`src/rtl/div_arbiter_pkg.sv`:
```
// Shared types and constants for the two-requester divider arbiter.
package div_arbiter_pkg;

  localparam int unsigned DIV_WIDTH = 16;

  // Requester index constants; grant[REQ1] / req[REQ1] belong to requester 1
  localparam logic REQ1 = 1'b0;
  localparam logic REQ2 = 1'b1;

  typedef enum logic [1:0] {
    IDLE    = 2'd0,
    LAUNCH  = 2'd1,
    RUN     = 2'd2,
    RELEASE = 2'd3
  } state_e;

endpackage

```
`src/rtl/div_arbiter_rr_arb2.sv`:
```
// Two-way round-robin picker with a registered last-served pointer.
module rr_arb2
  import div_arbiter_pkg::*;
(
  input  logic       clk,
  input  logic       rst,
  input  logic [1:0] req,
  input  logic       served,
  input  logic       served_idx,
  output logic       pick_valid_c,
  output logic       pick_idx_c
);

  logic last_q;
  logic last_d;

  // A lone request wins outright; a tie goes to the requester not served last
  always_comb begin
    pick_valid_c = |req;
    pick_idx_c   = REQ1;
    if (req[REQ1] && req[REQ2]) begin
      pick_idx_c = (last_q == REQ2) ? REQ1 : REQ2;
    end else if (req[REQ2]) begin
      pick_idx_c = REQ2;
    end
  end

  // Pointer follows whoever just completed
  always_comb begin
    last_d = last_q;
    if (served) begin
      last_d = served_idx;
    end
  end

  // Pointer register; reset favours requester 1 on the first tie
  always_ff @(posedge clk) begin
    if (rst) begin
      last_q <= REQ2;
    end else begin
      last_q <= last_d;
    end
  end

endmodule

```
`src/rtl/div_arbiter.sv`:
```
// Sequences the shared restoring divider between two requesters.
module div_arbiter
  import div_arbiter_pkg::*;
#(
  parameter int unsigned WIDTH   = DIV_WIDTH,
  parameter int unsigned TIMEOUT = 96
) (
  input  logic             clk,
  input  logic             rst,
  input  logic             req1,
  input  logic             req2,
  output logic             done1,
  output logic             done2,
  output logic             err1,
  output logic             err2,
  output logic [WIDTH-1:0] res1,
  output logic [WIDTH-1:0] res2,
  output logic             div_en,
  output logic             div_select,
  input  logic             div_busy,
  input  logic             div_ready,
  input  logic [WIDTH-1:0] div_res,
  output logic [1:0]       grant
);

  localparam int unsigned CNT_W = $clog2(TIMEOUT + 1);

  state_e             state_q, state_d;
  logic               owner_q, owner_d;
  logic               div_en_q, div_en_d;
  logic               div_select_q, div_select_d;
  logic [1:0]         grant_q, grant_d;
  logic               done1_q, done1_d, done2_q, done2_d;
  logic               err1_q, err1_d, err2_q, err2_d;
  logic [WIDTH-1:0]   res1_q, res1_d, res2_q, res2_d;
  logic [CNT_W-1:0]   wdog_q, wdog_d;

  logic [1:0]         arb_req_c;
  logic               pick_valid_c;
  logic               pick_idx_c;
  logic               launch_c;
  logic               finish_c;
  logic               abort_c;
  logic               timeout_c;

  // In RELEASE the just-served requester is masked so a lingering req cannot relaunch it
  assign arb_req_c = (state_q == RELEASE) ? ({req2, req1} & ~grant_q) : {req2, req1};
  assign timeout_c = (wdog_q == CNT_W'(TIMEOUT - 1));

  rr_arb2 u_arb (
    .clk          (clk),
    .rst          (rst),
    .req          (arb_req_c),
    .served       (finish_c),
    .served_idx   (owner_q),
    .pick_valid_c (pick_valid_c),
    .pick_idx_c   (pick_idx_c)
  );

  // Next-state and next-output logic
  always_comb begin
    state_d      = state_q;
    owner_d      = owner_q;
    div_en_d     = div_en_q;
    div_select_d = div_select_q;
    grant_d      = grant_q;
    done1_d      = 1'b0;
    done2_d      = 1'b0;
    err1_d       = 1'b0;
    err2_d       = 1'b0;
    res1_d       = res1_q;
    res2_d       = res2_q;
    wdog_d       = wdog_q;
    launch_c     = 1'b0;
    finish_c     = 1'b0;
    abort_c      = 1'b0;

    unique case (state_q)
      IDLE: begin
        div_en_d = 1'b0;
        grant_d  = 2'b00;
        wdog_d   = '0;
        launch_c = pick_valid_c;
      end
      LAUNCH: begin
        wdog_d = wdog_q + CNT_W'(1);
        if (timeout_c) begin
          finish_c = 1'b1;
          abort_c  = 1'b1;
        end else if (div_busy) begin
          state_d = RUN;
        end
      end
      RUN: begin
        wdog_d = wdog_q + CNT_W'(1);
        if (div_ready) begin
          finish_c = 1'b1;
        end else if (timeout_c) begin
          finish_c = 1'b1;
          abort_c  = 1'b1;
        end
      end
      RELEASE: begin
        wdog_d   = '0;
        launch_c = pick_valid_c;
        if (!pick_valid_c) begin
          state_d = IDLE;
          grant_d = 2'b00;
        end
      end
      default: begin
        state_d = IDLE;
      end
    endcase

    if (launch_c) begin
      state_d      = LAUNCH;
      owner_d      = pick_idx_c;
      div_en_d     = 1'b1;
      div_select_d = (pick_idx_c == REQ1);
      grant_d      = (pick_idx_c == REQ1) ? 2'b01 : 2'b10;
      wdog_d       = '0;
    end

    if (finish_c) begin
      state_d  = RELEASE;
      div_en_d = 1'b0;
      wdog_d   = '0;
      if (owner_q == REQ1) begin
        done1_d = 1'b1;
        err1_d  = abort_c;
        res1_d  = abort_c ? '0 : div_res;
      end else begin
        done2_d = 1'b1;
        err2_d  = abort_c;
        res2_d  = abort_c ? '0 : div_res;
      end
    end
  end

  // State and output registers
  always_ff @(posedge clk) begin
    if (rst) begin
      state_q      <= IDLE;
      owner_q      <= REQ1;
      div_en_q     <= 1'b0;
      div_select_q <= 1'b1;
      grant_q      <= 2'b00;
      done1_q      <= 1'b0;
      done2_q      <= 1'b0;
      err1_q       <= 1'b0;
      err2_q       <= 1'b0;
      res1_q       <= '0;
      res2_q       <= '0;
      wdog_q       <= '0;
    end else begin
      state_q      <= state_d;
      owner_q      <= owner_d;
      div_en_q     <= div_en_d;
      div_select_q <= div_select_d;
      grant_q      <= grant_d;
      done1_q      <= done1_d;
      done2_q      <= done2_d;
      err1_q       <= err1_d;
      err2_q       <= err2_d;
      res1_q       <= res1_d;
      res2_q       <= res2_d;
      wdog_q       <= wdog_d;
    end
  end

  assign done1      = done1_q;
  assign done2      = done2_q;
  assign err1       = err1_q;
  assign err2       = err2_q;
  assign res1       = res1_q;
  assign res2       = res2_q;
  assign div_en     = div_en_q;
  assign div_select = div_select_q;
  assign grant      = grant_q;

endmodule

```
`config.mk`:
```
export PLATFORM = sky130hd
export DESIGN_NAME = div_arbiter
export DESIGN_NICKNAME = d
export VERILOG_FILES = /design/src/rtl/div_arbiter_pkg.sv /design/src/rtl/div_arbiter_rr_arb2.sv /design/src/rtl/div_arbiter.sv
export SDC_FILE = /design/constraint.sdc
export NUM_CORES = 1
export LEC_CHECK = 0
export CORE_UTILIZATION = 25
export CTS_CLUSTER_SIZE = 28
export DETAILED_ROUTE_END_ITERATION = 10
export PLACE_DENSITY_LB_ADDON = 0.1
export SYNTH_ARGS = -nofsm -noshare
export SYNTH_HDL_FRONTEND = slang
export SYNTH_SLANG_ARGS = --single-unit
```
`constraint.sdc`:
```
create_clock -name clk -period 2.3 [get_ports clk]
set_input_delay 0.345 -clock clk [delete_from_list [all_inputs] [get_ports clk]]
set_output_delay 0.345 -clock clk [all_outputs]
set_load 0.01 [all_outputs]
```
== Yosys cells after proc, flatten, opt, wreduce, memory -nomap -nowiden ==
Index checks and enable logic that the tools add are counted.

* Add/sub/neg operators: 1
* Equality and inequality tests: 8
* Muxes and demuxes: 25
* Bitwise gates (word level): 5
* Reduce and logical (&&, ||, !) cells: 17

{| class="wikitable"
|+ Operators with widths
! cell !! number
|-
| 2-to-1 mux 16 bit || 1
|-
| 2-to-1 mux 2 bit || 8
|-
| one-hot mux 7 bit (2 select lines) || 1
|-
| inequality test 4 bit, second input constant || 3
|-
| 2-to-1 mux 1 bit || 11
|-
| OR reduction 2 bit || 5
|-
| OR reduction 3 bit || 3
|-
| one-hot mux 2 bit (2 select lines) || 2
|-
| adder 7 x 1 -> 7 bit, second input constant || 1
|-
| == test 7 bit, second input constant || 1
|-
| AND reduction 2 bit || 3
|-
| == test 2 bit, second input constant || 2
|-
| one-hot mux 1 bit (2 select lines) || 2
|-
| AND reduction 4 bit || 1
|-
| nonzero test 4 bit || 1
|-
| inequality test 3 bit, second input constant || 1
|-
| inverter 1 bit || 3
|-
| nonzero test 3 bit || 1
|-
| bitwise AND 2 bit || 1
|-
| == test 2 x 1 -> 1 bit, second input constant || 1
|-
| zero test 2 bit || 1
|-
| inverter 2 bit || 1
|-
| nonzero test 2 bit || 1
|-
| logical AND 1 bit || 1
|}

* Register bits: 51
* Bits of input ports: 22
* Output and inout bits: 40
* Word-level logic and storage cells: 69

== Longest topological paths before layout ==
* Word-level depth: 8
* Gate-level depth with buffers: 9
* Mapped depth without buffers: 7

== By module ==
A second synthesis with hierarchy kept.

* Cells, all modules: 226
* Area, all modules: 2180.8 µm²

{| class="wikitable"
|+ By module, submodules not included
! module !! instances !! cells each !! area each (µm²) !! sequential area each (µm²)
|-
| div_arbiter || 1 || 221 || 2132.0 || 1001.0
|-
| rr_arb2 || 1 || 5 || 48.8 || 20.0
|}

== Worst setup path after synthesis ==
Ideal clock, no wire load.

* Path type: reg-to-reg
* Start point: reg state_q[0]
* End point: reg res2_q[10], in the netlist res2[10]
* Setup time: 132 ps
* Data arrival time: 1686 ps
* Required time: 2168 ps
* Setup slack: 482 ps
* Cell stages (with the launch flop): 10
* Buffers on the path: 2
* Period minus slack after synthesis: 1818 ps
* Cell sequence: dfxtp_1 > inv_1 > ha_1 > or2_1 > a32o_2 > and3_1 > buf_6 > buf_8 > nand3_1 > a21oi_1

* Cells in the longest elaborated chain, start to end: 3
* Elaborated cells on any way between the ends: 6
* Those cells by class: eq/ne (2); mux (3); reduce/logical (1)

{| class="wikitable"
|+ RTL lines
! what !! line !! source
|-
| start, declared || div_arbiter.sv:28 || <nowiki>state_e state_q, state_d;</nowiki>
|-
| start signal, assigned || div_arbiter.sv:157 || <nowiki>state_q <= state_d;</nowiki>
|-
| == test 2 bit or == test 2 x 1 -> 1 bit (tied branches) || div_arbiter.sv:78 || <nowiki>unique case (state_q)</nowiki>
|-
| one-hot mux 1 bit (2 select lines) || div_arbiter.sv:78 ||
|-
| 2-to-1 mux 16 bit or AND reduction 2 bit (tied branches) || - ||
|-
| end signal, assigned || div_arbiter.sv:167 || <nowiki>res2_q <= res2_d;</nowiki>
|-
| end, declared || div_arbiter.sv:35 || <nowiki>logic [WIDTH-1:0] res1_q, res1_d, res2_q, res2_d;</nowiki>
|}

Several ways; a longest one is shown, not always the timed one.
A chain may end at the register's enable or synchronous reset.

== Final worst setup path ==
* Start point: reg state_q[1]
* End point: reg u_arb.last_q

* Cells in the longest elaborated chain, start to end: 2
* Elaborated cells on any way between the ends: 3
* Those cells by class: eq/ne (2); mux (1)

{| class="wikitable"
|+ RTL lines
! what !! line !! source
|-
| == test 2 bit or == test 2 x 1 -> 1 bit (tied branches) || div_arbiter.sv:78 ||
|-
| one-hot mux 1 bit (2 select lines) (*) || div_arbiter.sv:78 ||
|-
| end signal, assigned || div_arbiter_rr_arb2.sv:41 || <nowiki>last_q <= last_d;</nowiki>
|-
| end, declared || div_arbiter_rr_arb2.sv:14 || <nowiki>logic last_q;</nowiki>
|}

Mark *: on every way between the ends. The rest lies on a longest branch, timed or not.

==> results.cfg <==
[outcome]
status = completed

[global_routing]
grt_max_degree = 45
globalRouteTotalUtil_pct = 13.5
grt_pass1_vias = 1755
antenna_found_initial = 0
overflow = 0
grt_pass1_wl_mm = 8.98

[synthesis]
mappedNetlistArea_um2 = 2050
synth_area_leaders = dfxtp_1, a21oi_1, nand3_1
synth_ff_type = dfxtp_1
synth_top_area_share_pct = 49.8
ys_warn_count = 0
syn_area_per_cell_um2 = 8.54
synth_edf_count = 0
ys_seq_area_share_pct = 49.8
synth.distinct_cells = 38
ys_seq_elements = 51
syn_inst = 240
async_reset_ff_share_pct = 0
syn_nets = 267
synth_top_area_cell = dfxtp_1

[min_path]
hold_path.startpoint = wdog_q[0]
hold-path-cell-count = 1
min_to = wdog_q[0]
hold_path_class = flop to flop

[timing]
tns_ns = 0
setup_viol = 0
maxSlewViolCount = 0
clock.fmax_mhz = 493
worst_pin_slew_ns = 0.662
skew_ns = 0.00937
period_minus_slack_ns = 2.03
rsz0062_at_grt = false
hold_viol = 0
slew_headroom_pct = 55.7
fin_crit_sh_pct = 88.2

[clocking]
cts.repair.resized = 0
clock_sink_count = 51
post_cts_buffers = 0
clk_pin_slew_ns = 0.10
cts_tree = yes
cts_buffers = 5
h-tree-depth = 2
clock_latency_ns = 0.31
ctsLongestPathBuffers = 2
cts_root_buf = clkbuf_8
holdBufCountCts = 0

[die]
dieWidth_um = 92.6
ios = 62
std_cell_rows = 32
die_y_um = 92.6
core-area_um2 = 7850
initial_core_util_pct = 26.1
die_area_um2 = 8570

[routing]
via_count = 1815
drtPass1Iterations = 4
avgRoutedWirePerCell_um = 13.4
drcViolationCount = 0
drt-vias-per-instance = 4.55
ant_nets = 0
drt-total-wl_mm = 5.33
drt_iter0_drc = 66

[power_and_ir_drop]
vdd_drop_max_uv = 234
totalPowerFinal_mw = 2.09
leakage_nw = 0.986
power_density_nw_per_um2 = 740

[layout]
layoutNonFillerInstCount = 399
final_nets = 324
drive_gt1_share_pct = 7.07
design_area_um2 = 2830
n_antenna_cell = 0
areaGrowthSynthToFinish_pct = 37.8

[worst_setup_path]
worst-setup-path-type = flop to flop
r2r_cells = 6
r2r-end = u_arb.last_q
crit_path_start_kind = flop
regToRegSetupSlack_ns = 0.27
regToRegStartpoint = state_q[1]
crit_path_end_kind = flop
cp_max_fo = 17
crit_arrival_ns = 2.23
cp.required_ns = 2.50

[place]
hpwl_mm = 3.46
place_area_um2 = 2730
dp.cells = 392
gp_congestion = 0.701
io_buffers = 61

[flow_run]
drv_cap = 0
[layout by cell type (no fill, tap or decap), drive strengths merged]
cell	instances
a211o	1
a21bo	2
a21o	1
a21oi	38
a22oi	1
a31oi	1
a32o	1
and3	3
and3b	1
and4	1
buf	4
clkbuf	6
clkdlybuf4s50	61
dfxtp	51
ha	5
inv	8
mux2i	1
nand2	35
nand2b	1
nand3	35
nand3b	1
nor2	17
nor2b	5
nor3	2
o2111ai	1
o211ai	1
o21a	1
o21ai	1
o21bai	3
o22ai	1
or2	2
xnor2	3
xor2	2
[cells by family after synthesis]
group,synth area share [%]
AND/OR/NAND/NOR,23.7
XOR/XNOR,2.14
flip-flops,49.8
buffers and inverters,5.80
AO/OA/AOI/OAI,15.1
adder cells (fa/ha/maj),3.05
multiplexers,0.488
[critical path: stages, from the launching register on]
cell and delay, ns:
dfxtp_1 0.40, inv_1 0.08, ha_1 0.23, or2_1 0.22, a32o_2 0.32, and3_2 0.38, a211o_1 0.31
[where the power goes]
part	total [mW]	internal (mW)	leakage, nW	switching [mW]
Sequential	1.00	0.951	0.413	0.0508
Combinational	0.540	0.262	0.526	0.278
Clock	0.550	0.243	0.0477	0.307
Total	2.09	1.46	0.986	0.636
[cells in the mapped netlist, types with 2 or more instances]
cell type / n
xnor2_1: 3
ha_1: 5
xor2_1: 2
o21bai_1: 3
nand3_1: 34
inv_1: 7
a21bo_2: 2
buf_6: 2
a21oi_1: 38
nor2b_1: 5
buf_2: 5
and3_1: 3
clkbuf_1: 5
nand2_1: 35
dfxtp_1: 51
nor2_1: 17
nor3_1: 2
[per-stage QoR]
stage | setup slack [ns] | hold slack [ns] | utilization (%)
after CTS | 0.108 | 0.453 | 36.0
final | 0.271 | 0.448 | 36.0
after global placement | 0.147 | 0.424 | 34.8
after global routing | 0.113 | 0.478 | 36.0
after detailed placement | 0.120 | 0.438 | 34.8
after floorplan | 0.482 | 0.413 | -
[worst max-delay path by stage]
stage,startpoint,end
finish,state_q[1],u_arb.last_q
global route,state_q[1],wdog_q[0]
CTS,state_q[1],u_arb.last_q
detailed placement,state_q[1],u_arb.last_q
global placement,state_q[1],u_arb.last_q
floorplan,state_q[0],res2[10]
[registers in the layout, summed over array words and instances (netlist names), 2 cells and up]
| register | flops |
|---|---|
| res1 | 16 |
| res2 | 16 |
| wdog_q | 7 |
| grant | 2 |
| state_q | 2 |
[routing by layer]
| layer | global-route usage (%) | vias to the layer above | part of all wire (%) | routed length [µm] |
|---|---|---|---|---|
| met5 | 0 | - | 0 | 0 |
| met4 | 4.69 | 0 | 1.3 | 72 |
| met3 | 3.61 | 6 | 5.8 | 311 |
| met2 | 20.5 | 48 | 45 | 2390 |
| met1 | 18.3 | 829 | 48 | 2560 |
| li1 | - | 932 | - | - |
[area by class of cell]
class                      instances  area [µm²]
timing repair buffer              65         641
clock inverter                     1        8.76
fill                             846        5020
tap                              102         128
multi-input combinational        167         920
sequential                        51        1020
inverter                           7        26.3
clock buffer                       6        82.6
(Power assumes the default switching activity.)
